### src/rtl/mem_copy_pkg.sv
// Shared types and constants for the word-copy memory initiator.
package mem_copy_pkg;

   typedef enum logic [2:0] {
      IDLE    = 3'd0,
      RD      = 3'd1,
      RD_WAIT = 3'd2,
      WR      = 3'd3,
      FIN     = 3'd4
   } state_e;

   localparam logic MEM_READ   = 1'b0;
   localparam logic MEM_WRITE  = 1'b1;
   localparam int   WORD_BYTES = 4;

endpackage

### src/rtl/mem_copy_master_if.sv
// Byte-addressed word memory port (Addr/Din/D_OUT/RW/Valid); the initiator drives it as master.
interface mem_copy_master_if #(
   parameter int ADDR_W = 8,
   parameter int DATA_W = 32
);
   logic [ADDR_W-1:0] M_ADDR;
   logic [DATA_W-1:0] M_DIN;
   logic              M_RW;
   logic              M_VALID;
   logic [DATA_W-1:0] M_DOUT;

   modport master (output M_ADDR, M_DIN, M_RW, M_VALID, input  M_DOUT);
   modport slave  (input  M_ADDR, M_DIN, M_RW, M_VALID, output M_DOUT);
endinterface

### src/rtl/mem_copy_master.sv
// Copies LEN words SRC->DST one read/capture/write at a time; all outputs are flops.
// Optional MEM_COPY_FILL_EN adds FILL/PATTERN: write PATTERN to DST range, one word per cycle.
module mem_copy_master
   import mem_copy_pkg::*;
#(
   parameter int ADDR_W = 8,
   parameter int DATA_W = 32,
   parameter int LEN_W  = 6
) (
   input  logic              CLK,
   input  logic              RESET,
   input  logic              START,
   input  logic [ADDR_W-1:0] SRC,
   input  logic [ADDR_W-1:0] DST,
   input  logic [LEN_W-1:0]  LEN,
`ifdef MEM_COPY_FILL_EN
   input  logic              FILL,
   input  logic [DATA_W-1:0] PATTERN,
`endif
   output logic              BUSY,
   output logic              DONE,
   mem_copy_master_if.master mem
);

   localparam logic [ADDR_W-1:0] STEP = ADDR_W'(WORD_BYTES);

   state_e            state_q, state_d;
   logic [ADDR_W-1:0] src_q, src_d, dst_q, dst_d;
   logic [LEN_W-1:0]  cnt_q, cnt_d;
   logic [DATA_W-1:0] data_q, data_d;
   logic              fill_q, fill_d;
   logic [DATA_W-1:0] pat_q, pat_d;

   logic              busy_q, busy_d, done_q, done_d;
   logic              valid_q, valid_d, rw_q, rw_d;
   logic [ADDR_W-1:0] addr_q, addr_d;
   logic [DATA_W-1:0] din_q, din_d;

   always_comb begin
      state_d = state_q;
      src_d   = src_q;
      dst_d   = dst_q;
      cnt_d   = cnt_q;
      data_d  = data_q;
      fill_d  = fill_q;
      pat_d   = pat_q;

      unique case (state_q)
         IDLE: if (START) begin
            src_d = SRC;
            dst_d = DST;
            cnt_d = LEN;
`ifdef MEM_COPY_FILL_EN
            fill_d = FILL;
            pat_d  = PATTERN;
`else
            fill_d = 1'b0;
            pat_d  = '0;
`endif
            // Zero-length jobs idle one bubble in RD_WAIT so BUSY is visible for a cycle.
            if (LEN == '0)  state_d = RD_WAIT;
            else if (fill_d) state_d = WR;
            else            state_d = RD;
         end
         RD:      state_d = RD_WAIT;
         RD_WAIT: begin
            if (cnt_q == '0) state_d = FIN;
            else begin
               data_d  = mem.M_DOUT;
               state_d = WR;
            end
         end
         WR: begin
            src_d = src_q + STEP;
            dst_d = dst_q + STEP;
            cnt_d = cnt_q - LEN_W'(1);
            if (cnt_q == LEN_W'(1)) state_d = FIN;
            else if (fill_q)        state_d = WR;
            else                    state_d = RD;
         end
         FIN:     state_d = IDLE;
         default: state_d = IDLE;
      endcase

      // Output flops are loaded from next-state decode so they line up with state_q.
      valid_d = (state_d == RD) || (state_d == WR);
      rw_d    = (state_d == WR) ? MEM_WRITE : MEM_READ;
      addr_d  = (state_d == RD) ? src_d : (state_d == WR) ? dst_d : '0;
      din_d   = (state_d == WR) ? (fill_d ? pat_d : data_d) : '0;
      busy_d  = (state_d == RD) || (state_d == RD_WAIT) || (state_d == WR);
      done_d  = (state_d == FIN);
   end

   always_ff @(posedge CLK or posedge RESET) begin
      if (RESET) begin
         state_q <= IDLE;
         src_q   <= '0;
         dst_q   <= '0;
         cnt_q   <= '0;
         data_q  <= '0;
         fill_q  <= 1'b0;
         pat_q   <= '0;
         busy_q  <= 1'b0;
         done_q  <= 1'b0;
         valid_q <= 1'b0;
         rw_q    <= 1'b0;
         addr_q  <= '0;
         din_q   <= '0;
      end else begin
         state_q <= state_d;
         src_q   <= src_d;
         dst_q   <= dst_d;
         cnt_q   <= cnt_d;
         data_q  <= data_d;
         fill_q  <= fill_d;
         pat_q   <= pat_d;
         busy_q  <= busy_d;
         done_q  <= done_d;
         valid_q <= valid_d;
         rw_q    <= rw_d;
         addr_q  <= addr_d;
         din_q   <= din_d;
      end
   end

   assign BUSY        = busy_q;
   assign DONE        = done_q;
   assign mem.M_VALID = valid_q;
   assign mem.M_RW    = rw_q;
   assign mem.M_ADDR  = addr_q;
   assign mem.M_DIN   = din_q;

endmodule

### src/flat_wrapper.sv
// flat-port wrapper written by rule: the top's interface ports become plain ports
module mem_copy_master_flat import mem_copy_pkg::*;
#(
   parameter int ADDR_W = 8,
   parameter int DATA_W = 32,
   parameter int LEN_W  = 6
)
  (CLK, RESET, START, SRC, DST, LEN, BUSY, DONE, mem_M_ADDR, mem_M_DIN, mem_M_RW, mem_M_VALID, mem_M_DOUT);
  mem_copy_master_if #(.ADDR_W(ADDR_W), .DATA_W(DATA_W)) mem_i ();
  input  logic CLK;
  input  logic RESET;
  input  logic START;
  input  logic [ADDR_W-1:0] SRC;
  input  logic [ADDR_W-1:0] DST;
  input  logic [LEN_W-1:0] LEN;
  output logic BUSY;
  output logic DONE;
  output wire logic [$bits(mem_i.M_ADDR)-1:0] mem_M_ADDR;
  output wire logic [$bits(mem_i.M_DIN)-1:0] mem_M_DIN;
  output wire logic [$bits(mem_i.M_RW)-1:0] mem_M_RW;
  output wire logic [$bits(mem_i.M_VALID)-1:0] mem_M_VALID;
  input wire logic [$bits(mem_i.M_DOUT)-1:0] mem_M_DOUT;
  assign mem_M_ADDR = mem_i.M_ADDR;
  assign mem_M_DIN = mem_i.M_DIN;
  assign mem_M_RW = mem_i.M_RW;
  assign mem_M_VALID = mem_i.M_VALID;
  assign mem_i.M_DOUT = mem_M_DOUT;
  mem_copy_master #(.ADDR_W(ADDR_W), .DATA_W(DATA_W), .LEN_W(LEN_W)) u_core (.CLK(CLK), .RESET(RESET), .START(START), .SRC(SRC), .DST(DST), .LEN(LEN), .BUSY(BUSY), .DONE(DONE), .mem(mem_i));
endmodule
### config.mk
export PLATFORM = sky130hd
export DESIGN_NAME = mem_copy_master_flat
export DESIGN_NICKNAME = d
export VERILOG_FILES = /design/src/rtl/mem_copy_pkg.sv /design/src/rtl/mem_copy_master_if.sv /design/src/rtl/mem_copy_master.sv /design/src/flat_wrapper.sv
export SDC_FILE = /design/constraint.sdc
export NUM_CORES = 1
export LEC_CHECK = 0
export ABC_AREA = 1
export BUFFER_PORTS_ARGS = -buffer_cell sky130_fd_sc_hd__buf_2
export CAP_MARGIN = 5
export CORE_UTILIZATION = 60
export CTS_BUF_LIST = sky130_fd_sc_hd__clkbuf_2
export DETAILED_ROUTE_END_ITERATION = 8
export HOLD_SLACK_MARGIN = 0.05
export PLACE_DENSITY = 0.85
export SYNTH_ARGS = -nofsm -noshare
export SYNTH_HDL_FRONTEND = slang
export SYNTH_SLANG_ARGS = --single-unit
### constraint.sdc
create_clock -name CLK -period 9.5 [get_ports CLK]
set_clock_uncertainty 0.2 [all_clocks]
set_input_delay 0.475 -clock CLK [delete_from_list [all_inputs] [get_ports CLK]]
set_output_delay 0.475 -clock CLK [all_outputs]
set_load 0.03 [all_outputs]
After elaboration in Yosys (flattened, before gate mapping)
Cells that the tools add are included.
- equality and inequality tests: 9
- muxes and demuxes: 23
- add/subtract/negate cells: 3
- reductions and logical operators: 8
- operators by type and width (kind ; number):
    $mux W32 ; 6
    $mux W8 ; 4
    $pmux W8 S2 ; 2
    $add A8 B3 Y8 const B ; 2
    $eq A3 B2 Y1 const B ; 4
    $logic_not A6 Y1 ; 2
    $pmux W3 S4 ; 1
    $pmux W6 S2 ; 1
    $mux W3 ; 3
    $eq A3 B1 Y1 const B ; 2
    $eq A6 B1 Y1 const B ; 1
    $mux W6 ; 1
    $sub A6 B1 Y6 const B ; 1
    $mux W2 ; 2
    $eq A3 B3 Y1 const B ; 1
    $logic_not A3 Y1 ; 1
    $logic_or A1 B1 Y1 ; 3
    $mux W1 ; 3
    $ne A2 B2 Y1 const B ; 1
    $reduce_and A2 Y1 ; 1
    $reduce_bool A2 Y1 ; 1
- register bits after elaboration: 134
- input bits: 57
- output and inout bits: 44

Logic depth before layout (Yosys ltp)
- depth after elaboration: 7
- depth in mapped cells: 10
- mapped depth without buffers: 9

Least setup slack after synthesis
OpenSTA, ideal clock, no wires.
- path kind: register to register
- start: register u_core.cnt_q[0]
- end: register u_core.addr_q[5] (netlist: u_core.mem.M_ADDR[5])
- cell stages (with the launch flop): 10
- library setup time: 0.065 ns
- data arrival time: 1.388 ns
- path slack: 7.847 ns
- clock period less this slack: 1.653 ns
- path buffers: 1
- cell sequence: dfrtp_1 > inv_1 > ha_1 > nand3_4 > nand2_4 > nand2_2 > buf_6 > nor2_8 > nand3_1 > nand2_1
- longest elaborated chain between the ends: 6
- RTL lines (element ; RTL line ; source):
    from (decl) ; mem_copy_master.sv:29 ; logic [LEN_W-1:0] cnt_q, cnt_d;
    from (signal assigned) ; mem_copy_master.sv:113 ; cnt_q <= cnt_d;
    $eq A6 B1 Y1 / $logic_not A6 Y1 (equally long branches) ; mem_copy_master.sv:77, mem_copy_master.sv:67 ;
    $mux W3, on equally long branches ; mem_copy_master.sv:77, mem_copy_master.sv:67 ;
    $pmux W3 S4 (*) ; mem_copy_master.sv:48 ; unique case (state_q)
    $eq A3 B2 Y1 ; mem_copy_master.sv:88 ; addr_d = (state_d == RD) ? src_d : (state_d == WR) ? dst_d : '0;
    $mux W8 ; mem_copy_master.sv:88 ;
    $mux W8 (*) ; mem_copy_master.sv:88 ;
    net u_core.addr_d[5] ; mem_copy_master.sv:36 ; logic [ADDR_W-1:0] addr_q, addr_d;
    to (signal assigned) ; mem_copy_master.sv:121 ; addr_q <= addr_d;
    to (decl) ; mem_copy_master.sv:36 ;
Mark *: on every way through the listed nets, which the timed path passes. The rest lies on a longest branch.
A chain may end at the register's enable or synchronous reset.

Worst setup path after layout
- start: register u_core.cnt_q[0]
- end: register u_core.din_q[22] (netlist: u_core.mem.M_DIN[22])
- longest elaborated chain between the ends: 5
- RTL lines (element ; RTL line ; source):
    $eq A6 B1 Y1 / $logic_not A6 Y1 (equally long branches) ; mem_copy_master.sv:77, mem_copy_master.sv:67 ;
    $mux W3 (tied with other cells) ; mem_copy_master.sv:77 ; if (cnt_q == LEN_W'(1)) state_d = FIN;
    $pmux W3 S4 / $mux W32 (equally long branches) ; mem_copy_master.sv:48 ;
    $eq A3 B2 Y1 / $mux W32 (equally long branches) ; mem_copy_master.sv:89 ; din_d = (state_d == WR) ? (fill_d ? pat_d : data_d) : '0;
    $mux W32 (*) ; mem_copy_master.sv:89 ;
    net u_core.din_d[22] ; mem_copy_master.sv:37 ; logic [DATA_W-1:0] din_q, din_d;
    to (signal assigned) ; mem_copy_master.sv:122 ; din_q <= din_d;
    to (decl) ; mem_copy_master.sv:37 ;
Marks and branches as above.

==> flow_summary.yaml <==
outcome:
  status: "completed"
worst_setup_path:
  cp.required_ns: 9.86
  startpoint: "u_core.cnt_q[0]"
  start_kind: "register"
  crit_type: "reg2reg"
  reg2reg_from: "u_core.cnt_q[0]"
  critical_path.endpoint_type: "register"
  cp_max_fo: 35
  crit_arrival_ns: 3.29
yosys:
  synth-warning-count: 0
  synth_seq_cells: 134
  ys_seq_area_frac: 0.582
  postSynthAreaPerCell_sq_um: 8.89
  yosysUniqueCellTypes: 31
  synth_nets: 710
  synthesis.area_sq_um: 5760
  postSynthCellCount: 648
clock_tree:
  post-cts-setup-buffers: 0
  ctsResizeCount: 0
  cts_buffer_depth: 2
  cts_buffers: 17
  ctsRootBufferMaster: "clkbuf_2"
  cts_tree: "done"
  h-tree-depth: 4
  cts.sinks: 134
  insertion_delay_ns: 0.70
  clk_pin_slew_ns: 0.21
timing:
  rsz0062_at_grt: "no"
  hold_slack_ns: 0.298
  fmax_mhz: 342
  period_minus_slack_ns: 2.93
  setup_viol: 0
  timing.final.crit_share: 0.308
  maxSlewHeadroom: 0.314
  final_max_slew_viol_count: 0
  worst_pin_slew_ns: 1.03
  hold_violations: 0
  finalSetupTns_ns: 0
global_routing:
  grt_pass1_vias: 4928
  grt_max_degree: 86
  antenna_found_initial: 0
  grt_pass1_wl_mm: 22.9
  grt.overflow.total: 0
  track_usage: 0.300
power_and_ir_drop:
  p_leak_uw: 0.00387
  peakVddDrop_v: 0.000103
  powerDensity_nw_per_um2: 147
detailed_routing:
  drt_pass1_iterations: 6
  drc_errors: 0
  ant_nets: 0
  vias: 5002
  drt_wl_total_mm: 14.0
  via_per_inst: 5.33
  wl_per_cell_microns: 14.9
  drt_iter0_markers: 356
finish:
  layout.nets: 858
  fillerInstances: 611
  postLayoutCellArea_sq_um: 7130
  utilization: 0.768
  diodes: 0
  drive_gt1_frac: 0.190
  synthToLayoutAreaGrowth_pct: 23.8
placed_design:
  place.port_buffers: 100
  hpwl_mm: 8.01
  place_area_sq_um: 6270
  routabilityCongestion: 0.937
floorplan:
  start_util: 0.620
  fp.dieArea_sq_um: 10000
  die_h_microns: 100
  ios: 101
  core_area_sq_um: 9280
  fp-row-count: 35
  die_x_microns: 100
min_path:
  worstHoldStart: "u_core.data_q[3]"
  holdCritPathClass: "reg2reg"
run:
  cap_violations: 0
[critical path: stages (launching register included)]
cell,delay (ns)
dfrtp_1,0.42
inv_1,0.15
ha_1,0.23
nand3_4,0.37
nand2_4,0.48
nand2_2,0.27
inv_2,0.53
a21oi_1,0.12
[logic make-up (layout without fill, tap and decap cells)]
| group | Yosys count | count (layout) | share of synthesized area |
|---|---|---|---|
| AND/OR/NAND/NOR | 351 | 351 | 0.275 |
| flip-flops | 134 | 134 | 0.582 |
| buffers and inverters | 104 | 265 | 0.0784 |
| AO/OA/AOI/OAI | 53 | 53 | 0.0519 |
| adder cells (fa/ha/maj) | 5 | 5 | 0.0109 |
| XOR/XNOR | 1 | 1 | 0.00152 |
[registers in the layout, indices dropped and copies added, names as in the netlist]
signal              cells
u_core.data_q          32
u_core.mem.M_DIN       32
u_core.pat_q           32
u_core.dst_q            8
u_core.mem.M_ADDR       8
u_core.src_q            8
u_core.cnt_q            6
u_core.state_q          3
u_core.BUSY             1
u_core.DONE             1
u_core.fill_q           1
u_core.mem.M_RW         1
u_core.mem.M_VALID      1
[stage by stage]
step                setup slack (ns)  instances  total power, uW
floorplan                       5.24        648              612
global placement                6.77        850              630
detailed placement              6.62        850              631
CTS                             6.60        938             1050
global route                    6.36        938             1090
finish                          6.57        938             1050
[layer usage]
layer	track usage	part of all wire	routed length, microns	vias to the layer above
li1	-	-	-	2336
met1	0.378	0.41	5710	2400
met2	0.498	0.50	6940	224
met3	0.0564	0.065	906	42
met4	0.161	0.029	405	0
met5	0	0	0	-
[synthesized netlist by cell type]
cell type    n  area, sq um
nor2_2       1         6.26
ha_1         5         62.6
nand3_2      2         20.0
nand2_1    194          728
nand2_2      3         18.8
buf_6        3         33.8
nand4_1      5         31.3
nor2_8       1         20.0
a31o_2       1         8.76
a21oi_1     35          175
o211ai_1     3         22.5
dfrtp_1    134         3350
buf_2       19         95.1
o21bai_1     1         7.51
nor2_1      43          161
o21ai_0      7         35.0
inv_2        7         26.3
nand2_4      1         11.3
nand3_4      1         17.5
o221ai_1     3         26.3
nand3b_1    15          113
buf_4        4         30.0
inv_1       69          259
and2_1      14         87.6
xnor2_1      1         8.76
nand3_1     67          335
nor2_4       2         22.5
or2_2        2         12.5
clkbuf_1     2         7.51
o22ai_1      1         6.26
o32ai_1      2         17.5
[cells in the final DEF (no fill, tap or decap), drive strengths merged]
| cell type | instances |
|---|---|
| clkinvlp | 1 |
| o221ai | 3 |
| nand2 | 198 |
| clkbuf | 17 |
| or2 | 2 |
| nand3 | 70 |
| clkinv | 4 |
| nor2 | 47 |
| a31o | 1 |
| xnor2 | 1 |
| o211ai | 3 |
| o21bai | 1 |
| o32ai | 2 |
| bufinv | 4 |
| inv | 82 |
| dlygate4sd3 | 56 |
| o22ai | 1 |
| nand3b | 15 |
| dfrtp | 134 |
| nand4 | 5 |
| buf | 101 |
| ha | 5 |
| o21ai | 7 |
| and2 | 14 |
| a21oi | 35 |
[power by group]
part	switching (uW)	internal, uW	total (uW)	leakage [uW]
combinational	29.6	30.5	60.2	0.00214
sequential	2.03	578	580	0.00156
clock	230	181	411	0.000173
[repair_timing]
action | in CTS | in global routing
endpoints found under the setup margin | 0 | 0
endpoints found under the hold margin | 179 | 0
hold buffers | 56 | 0
[worst paths after layout]
check	cells past startpoint	to	slack [ns]
max in group asynchronous	4	u_core.data_q[31]	7.59
max reg2reg	7	u_core.mem.M_DIN[22]	6.57
min in group asynchronous	3	u_core.mem.M_ADDR[6]	0.31
min reg2reg	2	u_core.data_q[3]	0.30
max	7	u_core.mem.M_DIN[22]	6.57
min	2	u_core.data_q[3]	0.30
[final cells by class]
class	instances	area, sq um	area share
Timing Repair Buffer	157	1070	0.150
Multi-Input combinational cell	410	1960	0.274
Sequential cell	134	3350	0.470
Tap cell	129	161	0.0226
Clock buffer	17	85.1	0.0119
Inverter	76	288	0.0404
Clock inverter	15	218	0.0305
No activity file was read; power rests on OpenSTA's default activity.
